### config.mk
export PLATFORM = sky130hd
export DESIGN_NAME = mem_access_stage
export DESIGN_NICKNAME = d
export VERILOG_FILES = /design/src/rtl/mem_access_stage.sv
export SDC_FILE = /design/constraint.sdc
export NUM_CORES = 1
export LEC_CHECK = 0
export ABC_AREA = 1
export ABC_CLOCK_PERIOD_IN_PS = 2540
export CAP_MARGIN = 20
export CORE_ASPECT_RATIO = 0.7
export CORE_MARGIN = 4
export CORE_UTILIZATION = 45
export DETAILED_ROUTE_END_ITERATION = 12
export PLACE_DENSITY = 0.85
export SETUP_SLACK_MARGIN = 0.5
export SLEW_MARGIN = 20
export SYNTH_ARGS = -nofsm -noshare
export SYNTH_HDL_FRONTEND = slang
export SYNTH_SLANG_ARGS = --single-unit
### constraint.sdc
create_clock -name clk -period 2.54 [get_ports clk]
set_input_delay 0.508 -clock clk [delete_from_list [all_inputs] [get_ports clk]]
set_output_delay 0.508 -clock clk [all_outputs]
set_load 0.01 [all_outputs]
### src/rtl/mem_access_stage.sv
`default_nettype none
// ============================================================================
//  Module   : mem_access_stage
//  Purpose  : Execute/memory stage data-memory controller. Non-memory
//             instructions pass straight through to the Exe/Mem->WB register
//             with zero latency. Loads and stores run as req/ack transactions
//             on the data RAM. stall_out stays high until the access
//             completes, and the result is presented for one DONE cycle.
//  Optional : MEM_TIMEOUT_EN - when defined, an ACCESS phase that lasts
//             TIMEOUT cycles without ram_ack is abandoned. The DONE cycle then
//             carries no writeback, and mem_err is set.
//  Ports    : clk, reset           - clock, synchronous active-high reset
//             in_valid, *_in       - instruction from the execute stage
//             *_out (except stall) - inputs of the WB pipeline register
//             stall_out            - holds upstream stages and the WB register
//             ram_req/we/addr/wdata, ram_rdata/ack - data RAM handshake
//             mem_err              - sticky error flag
//  Revision : 1.0 - initial release
// ============================================================================
module mem_access_stage #(
    parameter int DATA_W  = 10,
    parameter int ADDR_W  = 10,
    parameter int TIMEOUT = 15
) (
    input  logic              clk,
    input  logic              reset,
    input  logic              in_valid,
    input  logic [DATA_W-1:0] alu_result_in,
    input  logic [DATA_W-1:0] store_data_in,
    input  logic              mem_re_in,
    input  logic              mem_we_in,
    input  logic              gp_reg_wb_in,
    input  logic [2:0]        gp_rdata2_address_in,
    output logic [DATA_W-1:0] alu_result_out,
    output logic [DATA_W-1:0] ram_rdata_out,
    output logic              gp_reg_wb_out,
    output logic              mem_re_out,
    output logic [2:0]        gp_rdata2_address_out,
    output logic              stall_out,
    output logic              ram_req,
    output logic              ram_we,
    output logic [ADDR_W-1:0] ram_addr,
    output logic [DATA_W-1:0] ram_wdata,
    input  logic [DATA_W-1:0] ram_rdata,
    input  logic              ram_ack,
    output logic              mem_err
);

    localparam logic [1:0] S_IDLE   = 2'd0;
    localparam logic [1:0] S_ACCESS = 2'd1;
    localparam logic [1:0] S_DONE   = 2'd2;

    logic [1:0]        r_state;
    logic [1:0]        w_next;

    logic [DATA_W-1:0] r_alu;
    logic [DATA_W-1:0] r_wdata;
    logic [DATA_W-1:0] r_rdata;
    logic              r_re;
    logic              r_we;
    logic              r_wb;
    logic [2:0]        r_rt;
    logic              r_err;

    logic              w_accept;
    logic              w_ack;
    logic              w_timeout;
    logic              w_timed_out;

    assign w_accept = (r_state == S_IDLE) && in_valid && (mem_re_in || mem_we_in);
    // Acks outside ACCESS are stray pulses and must not touch state.
    assign w_ack    = (r_state == S_ACCESS) && ram_ack;

`ifdef MEM_TIMEOUT_EN
    localparam int CW = $clog2(TIMEOUT + 1);

    logic [CW-1:0] r_cnt;
    logic          r_timed_out;

    // Fires in the TIMEOUT-th ACCESS cycle; an ack in that same cycle wins.
    assign w_timeout   = (r_state == S_ACCESS) && !ram_ack && (r_cnt == CW'(TIMEOUT - 1));
    assign w_timed_out = r_timed_out;

    always_ff @(posedge clk) begin
        if (reset) begin
            r_cnt       <= '0;
            r_timed_out <= 1'b0;
        end else if (w_accept) begin
            r_cnt       <= '0;
            r_timed_out <= 1'b0;
        end else begin
            if (r_state == S_ACCESS) begin
                r_cnt <= r_cnt + 1'b1;
            end
            if (w_timeout) begin
                r_timed_out <= 1'b1;
            end
        end
    end
`else
    logic w_unused_timeout;

    assign w_timeout        = 1'b0;
    assign w_timed_out      = 1'b0;
    assign w_unused_timeout = (TIMEOUT == 0);
`endif

    // ------------------------------------------------------------------
    // State register
    // ------------------------------------------------------------------
    always_ff @(posedge clk) begin
        if (reset) begin
            r_state <= S_IDLE;
        end else begin
            r_state <= w_next;
        end
    end

    // ------------------------------------------------------------------
    // Next-state logic
    // ------------------------------------------------------------------
    always_comb begin
        w_next = r_state;
        case (r_state)
            S_IDLE:   if (w_accept) w_next = S_ACCESS;
            S_ACCESS: if (ram_ack || w_timeout) w_next = S_DONE;
            S_DONE:   w_next = S_IDLE;
            default:  w_next = S_IDLE;
        endcase
    end

    // ------------------------------------------------------------------
    // Instruction latches, load data capture, sticky error
    // ------------------------------------------------------------------
    always_ff @(posedge clk) begin
        if (reset) begin
            r_alu   <= '0;
            r_wdata <= '0;
            r_rdata <= '0;
            r_re    <= 1'b0;
            r_we    <= 1'b0;
            r_wb    <= 1'b0;
            r_rt    <= '0;
            r_err   <= 1'b0;
        end else begin
            if (w_accept) begin
                r_alu   <= alu_result_in;
                r_wdata <= store_data_in;
                r_re    <= mem_re_in;
                // A load+store encoding is executed as a load only.
                r_we    <= mem_we_in && !mem_re_in;
                r_wb    <= gp_reg_wb_in;
                r_rt    <= gp_rdata2_address_in;
                r_rdata <= '0;
                if (mem_re_in && mem_we_in) begin
                    r_err <= 1'b1;
                end
            end
            if (w_ack) begin
                r_rdata <= r_re ? ram_rdata : '0;
            end
            if (w_timeout) begin
                r_err <= 1'b1;
            end
        end
    end

    // ------------------------------------------------------------------
    // Output logic (everything forced low while reset is asserted)
    // ------------------------------------------------------------------
    always_comb begin
        alu_result_out        = '0;
        ram_rdata_out         = '0;
        gp_reg_wb_out         = 1'b0;
        mem_re_out            = 1'b0;
        gp_rdata2_address_out = '0;
        stall_out             = 1'b0;
        ram_req               = 1'b0;
        ram_we                = 1'b0;
        ram_addr              = '0;
        ram_wdata             = '0;
        mem_err               = 1'b0;
        if (!reset) begin
            mem_err = r_err;
            case (r_state)
                S_IDLE: begin
                    alu_result_out        = alu_result_in;
                    gp_rdata2_address_out = gp_rdata2_address_in;
                    if (in_valid) begin
                        gp_reg_wb_out = gp_reg_wb_in;
                        mem_re_out    = mem_re_in;
                        stall_out     = mem_re_in || mem_we_in;
                    end
                end
                S_ACCESS: begin
                    stall_out             = 1'b1;
                    ram_req               = 1'b1;
                    ram_we                = r_we;
                    ram_addr              = r_alu[ADDR_W-1:0];
                    ram_wdata             = r_wdata;
                    alu_result_out        = r_alu;
                    gp_rdata2_address_out = r_rt;
                end
                S_DONE: begin
                    alu_result_out        = r_alu;
                    ram_rdata_out         = r_rdata;
                    gp_reg_wb_out         = r_wb && !w_timed_out;
                    mem_re_out            = r_re;
                    gp_rdata2_address_out = r_rt;
                end
                default: begin
                    stall_out = 1'b0;
                end
            endcase
        end
    end

endmodule
`default_nettype wire

==> metrics.md <==
| Metric | Value |
|---|---|
| Final Non-Filler Cells | `459` |
| Vias in the first global route | `2220` |
| Leak | `1.37 nW` |
| Gate Count Post-Synth | `308` |
| Clock Root Buffer | `clkbuf_8` |
| RSZ-0062 raised after global routing | `true` |
| Synth Net Count | `354` |
| Final wirelength | `6640 um` |
| Routability cong. | `0.840` |
| Total power per unit cell area | `837 nW/um2` |
| Post-synthesis register bit count | `39` |
| Crit end category | `primary output` |
| Port buffer count | `88` |
| Final Setup Violations | `0` |
| Syn avg cell area | `6.64 um2` |
| Worst slew pin tran | `406 ps` |
| DR top layer | `met4` |
| R2R depth | `9` |
| Final Hold Viols | `0` |
| Post-DP HPWL | `4450 um` |
| Via density per instance | `5.07` |
| Setup Crit Path Kind | `reg2out` |
| Max Cap Viol | `0` |
| Final period utilization | `0.816` |
| N_diodes | `0` |
| Final Core Density | `0.703` |
| Clock-pin transition on the worst setup and hold timing paths | `80 ps` |
| # IOs | `89` |
| CTS Buf Count | `5` |
| Commonest non-fill, non-tap cell in the layout | `nor2_1` |
| Crit path max fanout | `11` |
| Post-DRT Antenna Nets | `0` |
| Initial Util | `0.470` |
| R2r endpoint | `r_state[1]` |
| Global-route wire length before repair | `10500 um` |
| DRC Markers | `0` |
| Clk sink count | `39` |
| Total congestion overflow | `0` |
| Clock Latency Late Sink | `290 ps` |
| Sequential area share after synthesis | `0.382` |
| Die area | `5700 um2` |
| Final min period | `2070 ps` |
| WL met2 | `3130 um` |
| F_max | `483 MHz` |
| Startpoint types | `flop` |
| Slew Limit Fails | `0` |
| Clock Skew | `5.98 ps` |
| Final Hold Slack | `471 ps` |
| CP startpoint | `r_state[1]` |
| Async set-reset flop share out of synthesis | `0` |
| TritonCTS clock tree | `yes` |
| Largest net degree at the start of global routing | `29` |
| Clk buf depth | `2` |
| EDFF count, synth | `0` |
| Worst Hold Depth | `2` |
| Setup crit end | `alu_result_out[7]` |
| Status | `finished, final reports clean` |
| Crit Reg-Reg Startpoint | `r_state[0]` |
| R2r setup slk | `1030 ps` |
| Crit path DAT | `1560 ps` |
| Number of DRC markers in iteration 0 | `162` |
| Peak supply drop | `0.480 mV` |
| Met3 wire len | `559 um` |
| Vert. Die Dim | `64.4 um` |
| Relative slew slack | `0.729` |
| Mapped Area | `2040 um2` |
| Syn-to-layout area delta | `49.8%` |
| Fillers | `412` |
| Htree depth | `2` |
| Placed insts | `447` |
| Total Nets Final | `449` |
| Setup TNS Final | `0 ps` |
| Post-Route M1 WL | `2880 um` |
| Top FF cell, synth | `dfxtp_1` |
| Die Wd | `88.6 um` |
| Core area | `4350 um2` |
| Initial antenna violation count | `0` |
| Required @ worst endpoint | `2030 ps` |
| Share of post-route cells with drive strength above 1 | `0.230` |
| Rows | `20` |
| Synth cell types | `28` |
| Worst Hold Class | `reg2reg` |
| Most frequent cells in the layout | `82 x nor2_1, 64 x nand2_1, 37 x dfxtp_1, 36 x clkdlybuf4s50_1, 33 x o21ai_0` |
| DR pass1 iterations | `4` |
| Vias | `2325` |
| GRT Util Overall | `0.237` |
| Synth warn | `0` |
| Wire length per cell | `14.5 um` |
-- critical path, stage by stage, from the launching register on --
cell	delay, ps
dfxtp_4	390
inv_6	50
ha_4	280
buf_8	130
nand2_1	70
a21oi_2	110
clkdlybuf4s15_2	230
-- timing repair --
| action | 4_1_cts | 5_1_grt |
|---|---|---|
| hold buffers | 0 | 0 |
| resized for setup | 120 | 63 |
| cloned | 2 | 0 |
| setup buffers | 1 | 1 |
| pin swaps | 2 | 7 |
| endpoints found under the setup margin | 49 | 46 |
-- per-layer routing --
metal | track usage | up-vias
li1 | - | 1160
met1 | 0.307 | 1065
met2 | 0.401 | 94
met3 | 0.0554 | 6
met4 | 0.0472 | 0
met5 | 0 | -
-- registers in the layout (all words and copies together), names as in the netlist --
register,count
r_rt,3
r_state,2
r_err,1
r_wdata,10
r_alu,10
r_re,1
r_rdata,10
r_we,1
r_wb,1
-- report_power, final --
group          internal (W)  leakage [nW]  switching, W
sequential         0.000729         0.321     0.0000836
combinational      0.000552          1.00      0.000792
clock              0.000188        0.0477      0.000218
-- synthesized netlist by cell type (2+ instances only) --
master | instances | share of area
nor2_1 | 85 | 0.16
buf_6 | 6 | 0.033
dfxtp_1 | 39 | 0.38
o21ai_0 | 33 | 0.081
ha_1 | 6 | 0.037
nand2_1 | 65 | 0.12
nand3_1 | 13 | 0.032
buf_2 | 5 | 0.012
nand2_2 | 2 | 0.0061
a21oi_1 | 17 | 0.042
clkbuf_1 | 4 | 0.0073
buf_4 | 2 | 0.0073
inv_1 | 16 | 0.029
-- cell families after synthesis --
kind of cell             count (synthesis)  synth area share
buffers and inverters                   38             0.103
adder cells (fa/ha/maj)                  6            0.0367
AO/OA/AOI/OAI                           55             0.140
flip-flops                              39             0.382
AND/OR/NAND/NOR                        170             0.339
-- worst min path at each step --
stage / start / endpoint / slack [ps]
2_1_floorplan: r_alu[9] / r_alu[9] / 440
3_3_place_gp: r_we / r_we / 450
3_5_place_dp: r_we / r_we / 460
4_1_cts: r_we / r_we / 470
5_1_grt: r_we / r_we / 490
6_report: r_we / r_we / 470
-- layout make-up --
cell class / count / area, um2 / area share
Clock inverter: 3 / 15.0 / 0.00490
Clock buffer: 5 / 68.8 / 0.0225
Sequential cell: 39 / 788 / 0.257
Inverter: 19 / 93.8 / 0.0306
Tap cell: 55 / 68.8 / 0.0225
Multi-Input combinational cell: 232 / 1150 / 0.375
Timing Repair Buffer: 106 / 880 / 0.287
-- stage by stage --
stage	power [W]	cell area, um2	setup slack, ps
2_1_floorplan	0.00154	2040	690
5_1_grt	0.00273	3060	402
3_5_place_dp	0.00196	2980	-133
4_1_cts	0.00248	3120	377
3_3_place_gp	0.00194	2980	-102
6_report	0.00256	3060	468
Power figures use the tool's default switching activity.
